`config.mk`:
```
export PLATFORM = sky130hd
export DESIGN_NAME = mips_multi_ctrl_ws
export DESIGN_NICKNAME = d
export VERILOG_FILES = /design/src/rtl/mips_multi_ctrl_ws.sv
export SDC_FILE = /design/constraint.sdc
export NUM_CORES = 1
export LEC_CHECK = 0
export BUFFER_PORTS_ARGS = -buffer_cell sky130_fd_sc_hd__buf_2
export CORE_UTILIZATION = 50
export DETAILED_ROUTE_END_ITERATION = 10
export PLACE_DENSITY = 0.79
export SLEW_MARGIN = 20
export SYNTH_ARGS = -nofsm -noshare
export SYNTH_HDL_FRONTEND = slang
export SYNTH_SLANG_ARGS = --single-unit
```
`constraint.sdc`:
```
create_clock -name clk -period 2.5 [get_ports clk]
set_input_delay 0.25 -clock clk [delete_from_list [all_inputs] [get_ports clk]]
set_output_delay 0.25 -clock clk [all_outputs]
set_load 0.01 [all_outputs]
```
`src/rtl/mips_multi_ctrl_ws.sv`:
```
// Multicycle MIPS control unit: main-decoder FSM, ALU decoder and PC-enable logic,
// with a memready handshake, a per-access wait timeout and a sticky ERROR state.
module mips_multi_ctrl_ws #(
   parameter int MEM_TIMEOUT = 15,
   parameter int CNT_W       = 4,
   parameter int EN_BNE      = 1,
   parameter int EN_LOGICIMM = 1
) (
   input  logic       clk,
   input  logic       reset,
   input  logic [5:0] op,
   input  logic [5:0] funct,
   input  logic       zero,
   input  logic       memready,
   output logic       memreq,
   output logic       memwrite,
   output logic       pcen,
   output logic       irwrite,
   output logic       regwrite,
   output logic       alusrca,
   output logic       iord,
   output logic       memtoreg,
   output logic       regdst,
   output logic       immzext,
   output logic [1:0] alusrcb,
   output logic [1:0] pcsrc,
   output logic [2:0] alucontrol,
   output logic [3:0] state,
   output logic       illegal,
   output logic       timeout
);

   typedef enum logic [3:0] {
      S_FETCH   = 4'd0,  S_DECODE  = 4'd1,  S_MEMADR  = 4'd2,  S_MEMRD   = 4'd3,
      S_MEMWB   = 4'd4,  S_MEMWR   = 4'd5,  S_RTYPEEX = 4'd6,  S_RTYPEWB = 4'd7,
      S_BEQEX   = 4'd8,  S_ADDIEX  = 4'd9,  S_IMMWB   = 4'd10, S_JEX     = 4'd11,
      S_BNEEX   = 4'd12, S_ANDIEX  = 4'd13, S_ORIEX   = 4'd14, S_ERROR   = 4'd15
   } state_t;

   localparam logic [5:0] OP_R    = 6'b000000;
   localparam logic [5:0] OP_J    = 6'b000010;
   localparam logic [5:0] OP_BEQ  = 6'b000100;
   localparam logic [5:0] OP_BNE  = 6'b000101;
   localparam logic [5:0] OP_ADDI = 6'b001000;
   localparam logic [5:0] OP_ANDI = 6'b001100;
   localparam logic [5:0] OP_ORI  = 6'b001101;
   localparam logic [5:0] OP_LW   = 6'b100011;
   localparam logic [5:0] OP_SW   = 6'b101011;

   localparam logic [2:0] ALU_ADD = 3'b010;
   localparam logic [2:0] ALU_SUB = 3'b110;
   localparam logic [2:0] ALU_AND = 3'b000;
   localparam logic [2:0] ALU_OR  = 3'b001;
   localparam logic [2:0] ALU_SLT = 3'b111;

   localparam logic [CNT_W-1:0] TO_CNT = CNT_W'(MEM_TIMEOUT);

   state_t           state_q, state_d;
   logic [CNT_W-1:0] waitcnt_q, waitcnt_d;
   logic             illegal_q, illegal_d;
   logic             timeout_q, timeout_d;

   logic       pcwrite;
   logic       branch;
   logic       funct_ok;
   logic [2:0] funct_alu;

   // R-type funct decode; funct_ok gates DECODE, funct_alu drives RTYPEEX
   always_comb begin
      funct_ok  = 1'b1;
      funct_alu = ALU_ADD;
      case (funct)
         6'b100000: funct_alu = ALU_ADD;
         6'b100010: funct_alu = ALU_SUB;
         6'b100100: funct_alu = ALU_AND;
         6'b100101: funct_alu = ALU_OR;
         6'b101010: funct_alu = ALU_SLT;
         default:   funct_ok  = 1'b0;
      endcase
   end

   always_comb begin
      state_d    = state_q;
      waitcnt_d  = waitcnt_q;
      illegal_d  = illegal_q;
      timeout_d  = timeout_q;
      memreq     = 1'b0;
      memwrite   = 1'b0;
      irwrite    = 1'b0;
      regwrite   = 1'b0;
      alusrca    = 1'b0;
      iord       = 1'b0;
      memtoreg   = 1'b0;
      regdst     = 1'b0;
      immzext    = 1'b0;
      alusrcb    = 2'b00;
      pcsrc      = 2'b00;
      alucontrol = ALU_ADD;
      pcwrite    = 1'b0;
      branch     = 1'b0;

      case (state_q)
         S_FETCH: begin
            memreq  = 1'b1;
            alusrcb = 2'b01;
            irwrite = memready;
            pcwrite = memready;
            if (memready) state_d = S_DECODE;
         end
         S_DECODE: begin
            alusrcb = 2'b11;
            case (op)
               OP_LW, OP_SW: state_d = S_MEMADR;
               OP_R:         state_d = funct_ok ? S_RTYPEEX : S_ERROR;
               OP_BEQ:       state_d = S_BEQEX;
               OP_BNE:       state_d = (EN_BNE != 0) ? S_BNEEX : S_ERROR;
               OP_ADDI:      state_d = S_ADDIEX;
               OP_ANDI:      state_d = (EN_LOGICIMM != 0) ? S_ANDIEX : S_ERROR;
               OP_ORI:       state_d = (EN_LOGICIMM != 0) ? S_ORIEX : S_ERROR;
               OP_J:         state_d = S_JEX;
               default:      state_d = S_ERROR;
            endcase
            if (state_d == S_ERROR) illegal_d = 1'b1;
         end
         S_MEMADR: begin
            alusrca = 1'b1;
            alusrcb = 2'b10;
            state_d = (op == OP_LW) ? S_MEMRD : S_MEMWR;
         end
         S_MEMRD: begin
            memreq = 1'b1;
            iord   = 1'b1;
            if (memready) state_d = S_MEMWB;
         end
         S_MEMWB: begin
            regwrite = 1'b1;
            memtoreg = 1'b1;
            state_d  = S_FETCH;
         end
         S_MEMWR: begin
            memreq   = 1'b1;
            iord     = 1'b1;
            memwrite = 1'b1;
            if (memready) state_d = S_FETCH;
         end
         S_RTYPEEX: begin
            alusrca    = 1'b1;
            alucontrol = funct_alu;
            state_d    = S_RTYPEWB;
         end
         S_RTYPEWB: begin
            regwrite = 1'b1;
            regdst   = 1'b1;
            state_d  = S_FETCH;
         end
         S_BEQEX, S_BNEEX: begin
            alusrca    = 1'b1;
            alucontrol = ALU_SUB;
            branch     = 1'b1;
            pcsrc      = 2'b01;
            state_d    = S_FETCH;
         end
         S_ADDIEX: begin
            alusrca = 1'b1;
            alusrcb = 2'b10;
            state_d = S_IMMWB;
         end
         S_ANDIEX, S_ORIEX: begin
            alusrca    = 1'b1;
            alusrcb    = 2'b10;
            immzext    = 1'b1;
            alucontrol = (state_q == S_ANDIEX) ? ALU_AND : ALU_OR;
            state_d    = S_IMMWB;
         end
         S_IMMWB: begin
            regwrite = 1'b1;
            state_d  = S_FETCH;
         end
         S_JEX: begin
            pcwrite = 1'b1;
            pcsrc   = 2'b10;
            state_d = S_FETCH;
         end
         default: state_d = S_ERROR;
      endcase

      // A stalled access counts wait cycles; memready in the limit cycle still completes it
      if (memreq && !memready) begin
         if ((MEM_TIMEOUT != 0) && (waitcnt_q == TO_CNT)) begin
            state_d   = S_ERROR;
            timeout_d = 1'b1;
         end else begin
            waitcnt_d = waitcnt_q + 1'b1;
         end
      end
      if (state_d != state_q) waitcnt_d = '0;
   end

   always_ff @(posedge clk) begin
      if (!reset) begin
         state_q   <= S_FETCH;
         waitcnt_q <= '0;
         illegal_q <= 1'b0;
         timeout_q <= 1'b0;
      end else begin
         state_q   <= state_d;
         waitcnt_q <= waitcnt_d;
         illegal_q <= illegal_d;
         timeout_q <= timeout_d;
      end
   end

   assign pcen    = pcwrite | (branch & (zero ^ (state_q == S_BNEEX)));
   assign state   = state_q;
   assign illegal = illegal_q;
   assign timeout = timeout_q;

endmodule

```
==> out/qor.yml, run 1 <==
critPathMaxFanout: 13
seq_area_frac_synth_pct: 17.2
tightest_slew_ns: 0.498
r2r_cells: 6
fmax_mhz: 452
cp-endpoint: "waitcnt_q[2]$_SDFFE_PP0P_"
cp-startpoint: "state[0]$_SDFF_PN0_"
synth_commonest_cells: "nor2_1 (18), nand2_1 (12), dfxtp_1 (10), nor3_1 (9), nand2b_1 (6)"
numCtsBuffers: 3
yosys.cell_count.top_type: "nor2_1"
synth_top_flop_cell: "dfxtp_1"
setup_tns_ns: 0
finalCritPeriodShare_pct: 88.6
ys_ff_latch: 10
criticalPathCategory: "reg2reg"
syn-num-nets: 163
grt_overflow: 0
ys_warn_count: 0
hpwlAfterDp_mm: 2.40
ff2ff_setup_slack_ns: 0.29
ir_drop_mv: 0.753
wl_mm: 3.10
rsz0062_at_grt: "no"
status: "completed"
antenna_found_initial: 0
synth_area_per_cell_um2: 7.99
setup_viol: 0
ys_top_cells_by_area: "dfxtp_1 (17%), nor2_1 (5.8%), nor3_1 (3.9%), nand2_1 (3.9%), nand2b_1 (3.2%)"
coreArea_mm2: 0.00221
numPortBuffers: 38
max_slew_margin_pct: 66.3
power.net_switching_uw: 785
antennaDiodeCount: 0
r2r_end: "waitcnt_q[2]$_SDFFE_PP0P_"
num_vias: 1255
track_usage_pct: 26.8
cp-end-kind: "flip-flop"
drv_cap: 0
grt_pass1_vias: 1186
wl_per_cell_um: 14.8
ys_async_sr_fraction_pct: 0
cts_setup_buffers: 0
hold_path.class: "in2reg"
area_growth_pct: 17.6
crit_chain: "or2_1 > o32ai_4 > a22o_4 > nor4_4 > o22ai_2 > nor4_2"
power_frac_comb_pct: 73.4
synth_edf_count: 0
cts_buffer_depth: 2
pwr-share-seq_pct: 17.2
cts.clk_slew.worst_paths_ns: 0.07
layout.nets: 200
holdBufCountCts: 0
place_area_mm2: 0.00134
drive_gt1_share_pct: 33.5
power.leakage_nw: 0.612
crit-reg2reg-launch: "state[0]$_SDFF_PN0_"
stdcell_area_mm2: 0.00137
dp.cells: 206
initial_core_util_pct: 52.7
syn_area_mm2: 0.00117
viasPerCell: 5.98
yosysTopAreaCellShare_pct: 17.2
fin_worst_skew_ns: 0.00313
final_cells: 210
syn_inst: 146
cts_sinks: 10
ant_nets: 0
slowest_delay_ns: 0.64
place.gp.congestion: 0.925
min_period_ns: 2.21
critPathSlowestCell: "dfxtp_1"
crit_arrival_ns: 2.39
die_y_um: 50.3
grt_pass1_wl_mm: 5.31
swShare_pct: 51.3
p_clk_share_pct: 9.3
ctsResizeCount: 0
grt_max_degree: 19
h-tree-depth: 1
die-area_mm2: 0.00253
intPower_uw: 745
num_rows: 17
firstDrtPassIters: 4
cts_tree: "built"
holdWs_ns: 0.275
start_kind: "flip-flop"
drtIter0Drc: 29
slew_viol_final: 0
worstSkewPairLatency_ns: 0.26
drcViolationCount: 0
die_w_um: 50.3
hold_violations: 0
ctsRootBufferMaster: "clkbuf_4"
synth_top_cell_by_area: "dfxtp_1"
worst-endpoint-required_ns: 2.67
design.portCount: 39
yosys.cell_types.count: 60
pwr_density_cell_mw_per_mm2: 1120
## power by group through the flow
| stage | Clock (mW) | Combinational [mW] | Sequential, mW |
|---|---|---|---|
| final | 0.143 | 1.12 | 0.264 |
| after global routing | 0.157 | 1.23 | 0.272 |
| after CTS | 0.149 | 1.12 | 0.263 |
| after detailed placement | 0 | 1.11 | 0.265 |
| after global placement | 0 | 1.09 | 0.260 |
| after floorplan | 0 | 0.911 | 0.245 |
## sequential cells by signal, indices dropped and copies added (netlist names)
name       flops
state          4
timeout        1
illegal        1
waitcnt_q      4
## area by class of cell
cell class	count	area, um2
multi-input combinational	120	857
fill	204	841
timing repair buffer	42	220
sequential	10	200
clock buffer	4	36.3
tap	28	35.0
inverter	6	22.5
## per-stage QoR
step	setup WS (ns)	power (mW)	utilization, %
global route	0.154	1.66	62.0
CTS	0.284	1.53	62.0
finish	0.286	1.53	62.0
floorplan	0.560	1.16	-
detailed placement	0.316	1.38	60.4
global placement	0.432	1.35	60.4
## critical path: cells and delay by family, from the launching register on
| kind | cells | cell delay, ns |
|---|---|---|
| DFF | 1 | 0.64 |
| AOI/OAI and AO/OA | 3 | 0.62 |
| and+or+nand+nor | 3 | 0.86 |
## routing by layer
| metal | wire, um | up-vias | global-route usage (%) |
|---|---|---|---|
| li1 | - | 618 | - |
| met2 | 1470 | 60 | 44.0 |
| met1 | 1410 | 573 | 34.8 |
| met4 | 24 | 0 | 7.41 |
| met5 | 0 | - | 0 |
| met3 | 194 | 4 | 6.36 |
## worst min-delay path by stage
stage                     slack (ns)                    to  depth (start not counted)            startpoint
after floorplan                 0.37  illegal$_SDFFE_PN0P_                          1                 reset
after global placement          0.44  illegal$_SDFFE_PN0P_                          1  illegal$_SDFFE_PN0P_
final                           0.28   state[2]$_SDFF_PN0_                          2                 reset
after detailed placement        0.46  illegal$_SDFFE_PN0P_                          1  illegal$_SDFFE_PN0P_
after CTS                       0.27   state[2]$_SDFF_PN0_                          2                 reset
after global routing            0.27   state[2]$_SDFF_PN0_                          2                 reset
## cells by family after synthesis
family                     Yosys count  share of synthesized area (%)
and+or+nand+nor                     72                           34.8
AOI/OAI and AO/OA                   41                           32.4
buffers and inverters               16                           9.33
DFF                                 10                           17.2
xor gates and xnor gates             5                           4.40
muxes                                1                          0.858
adders and majority gates            1                           1.07
## cell usage in the layout, fill, tap and decap left out, types with 3 or more instances in the layout
| cell | count |
|---|---|
| nand3_1 | 4 |
| nor2b_1 | 4 |
| dfxtp_1 | 10 |
| o21a_1 | 4 |
| nand2b_1 | 6 |
| a21oi_1 | 5 |
| clkbuf_4 | 3 |
| buf_4 | 4 |
| inv_1 | 4 |
| nor3_1 | 9 |
| nand2_1 | 12 |
| nor2_1 | 18 |
| buf_2 | 38 |
Note: power is estimated with default switching activity, not from simulation.
==> run 2, diff against run 1 <==
Clock period 2.5 ns to 2.1 ns, I/O delays scaled along.
==> run 2 against run 1 <==
- worst hold slack got worse by 0.034 ns
- global-route usage fell by 0.42 points
- sequential power rose by 18%
- non-clock buffer count rose by 7
- first-iteration DRC count rose by 110%
- via count rose by 2.8%
- cell count rose by 3.3%
- core utilization rose by 2.8 points
- clock-buffer cell count did not move
- setup slack got worse by 0.14 ns
- clock power rose by 15%
- critical endpoint unchanged
==> out/qor.yml, run 2 (synthesis gave the netlist of run 1 again) <==
setup_tns_ns: 0  # unchanged
drcViolationCount: 0  # unchanged
layout_common_cells: "buf_2 (38), nor2_1 (18), nand2_1 (12)"
die_w_um: 50.3  # unchanged
critPathMaxFanout: 11  # -2
place.gp.congestion: 0.907  # -2.0%
viasPerCell: 5.94  # -0.53%
tightest_slew_ns: 0.475  # -0.0232 ns
worstSkewPairLatency_ns: 0.25  # about the same
hpwlAfterDp_mm: 2.50  # +4.1%
cp-end-kind: "flip-flop"
status: "completed"
ff2ff_setup_slack_ns: 0.15  # -0.14 ns
start_kind: "flip-flop"
fin_worst_skew_ns: 0.00400  # +0.000867 ns
num_rows: 17  # unchanged
cts_buffer_depth: 2  # unchanged
layout.nets: 207  # +3.5%
die-area_mm2: 0.00253  # unchanged
ctsResizeCount: 0  # unchanged
holdBufCountCts: 0  # unchanged
wl_per_cell_um: 14.8  # +0.62%
layout_commonest_cell: "buf_2"
design.portCount: 39  # unchanged
grt_overflow: 0  # unchanged
die_y_um: 50.3  # unchanged
cts.clk_slew.worst_paths_ns: 0.06  # about the same
ir_drop_mv: 1.10  # +46%
num_vias: 1290  # +2.8%
slowest_delay_ns: 0.47  # -0.17 ns
crit_arrival_ns: 2.12  # -0.27 ns
area_growth_pct: 23.0
power.leakage_nw: 0.649  # +6.0%
ctsRootBufferMaster: "clkbuf_4"
ant_nets: 0  # unchanged
path_delay_family: "compound AO/OA/AOI/OAI gates"
drv_cap: 0  # unchanged
cts_tree: "built"
firstDrtPassIters: 4  # unchanged
power.total_mw: 1.99  # +30%
min_period_ns: 1.95  # -0.265 ns
drtIter0Drc: 61  # +110%
numPortBuffers: 38  # unchanged
grt_pass1_wl_mm: 5.31  # unchanged
drive_gt1_share_pct: 37.6  # +4.0 points
wl_mm: 3.22  # +4.0%
grt_pass1_vias: 1226  # +3.4%
coreArea_mm2: 0.00221  # unchanged
pwr_density_cell_mw_per_mm2: 1390  # +24%
slew_viol_final: 0  # unchanged
cts_sinks: 10  # unchanged
h-tree-depth: 1  # unchanged
cp.buffers_inverters: 2  # +2
numCtsBuffers: 3  # unchanged
hold_path.class: "in2reg"
finalCritPeriodShare_pct: 92.8  # +4.3 points
fmax_mhz: 513  # +14%
grt_max_degree: 14  # -5
initial_core_util_pct: 52.7  # unchanged
max_slew_margin_pct: 68.0  # +1.7 points
cts_setup_buffers: 0  # unchanged
rsz0062_at_grt: "no"
setup_viol: 0  # unchanged
criticalPathCategory: "reg2reg"
worst-endpoint-required_ns: 2.27  # -0.40 ns
antenna_found_initial: 0  # unchanged
critPathSlowestCell: "dfxtp_2"
crit_chain: "buf_4 > inv_2 > o32ai_4 > a22o_4 > o221a_2 > o22ai_2 > nor4_2"
track_usage_pct: 26.4  # -0.42 points
hold_violations: 0  # unchanged
antennaDiodeCount: 0  # unchanged
## run 2: cell count changes in the layout (fill, tap and decap cells not counted), sizes merged
cell,change
buf,+7
## run 2: per-stage QoR
step / instances / setup WS, ns / hold WS [ns] / instance area, um2 / utilization, %
6_report: 217 / 0.150 / 0.242 / 1430 / 64.8
5_1_grt: 217 / 0.0550 / 0.225 / 1430 / 64.8
4_1_cts: 217 / 0.0334 / 0.232 / 1420 / 64.4
3_5_place_dp: 213 / 0.0465 / 0.453 / 1390 / 62.7
3_3_place_gp: 213 / 0.0908 / 0.446 / 1390 / 62.7
2_1_floorplan: 146 / 0.160 / 0.327 / 1170 / -
## run 2: cell type report
cell class / count / area (um2)
fillers: 202 / 778
flip-flops and latches: 10 / 203
multi-input cells: 120 / 865
well taps: 28 / 35.0
inverters: 6 / 22.5
repair buffers: 49 / 273
clock buffers: 4 / 36.3
## run 2: worst paths after layout
check                             from                         to  depth (start not counted)
hold / removal                   reset       illegal$_SDFFE_PN0P_                          2
setup / recovery   state[0]$_SDFF_PN0_  waitcnt_q[2]$_SDFFE_PP0P_                          7
hold reg to reg   illegal$_SDFFE_PN0P_       illegal$_SDFFE_PN0P_                          1
setup reg to reg   state[0]$_SDFF_PN0_  waitcnt_q[2]$_SDFFE_PP0P_                          7
## run 2: per-layer routing
layer	global-route usage [%]	wire, um	vias up
met5	0	0	-
met4	9.72	25	0
met3	3.94	213	4
met2	42.7	1540	54
met1	35.2	1440	599
li1	-	-	633
## run 2: power breakdown
group | switching [mW] | internal [mW]
logic | 0.858 | 0.656
clock network | 0.0592 | 0.105
registers | 0.0731 | 0.239
total | 0.990 | 1.00
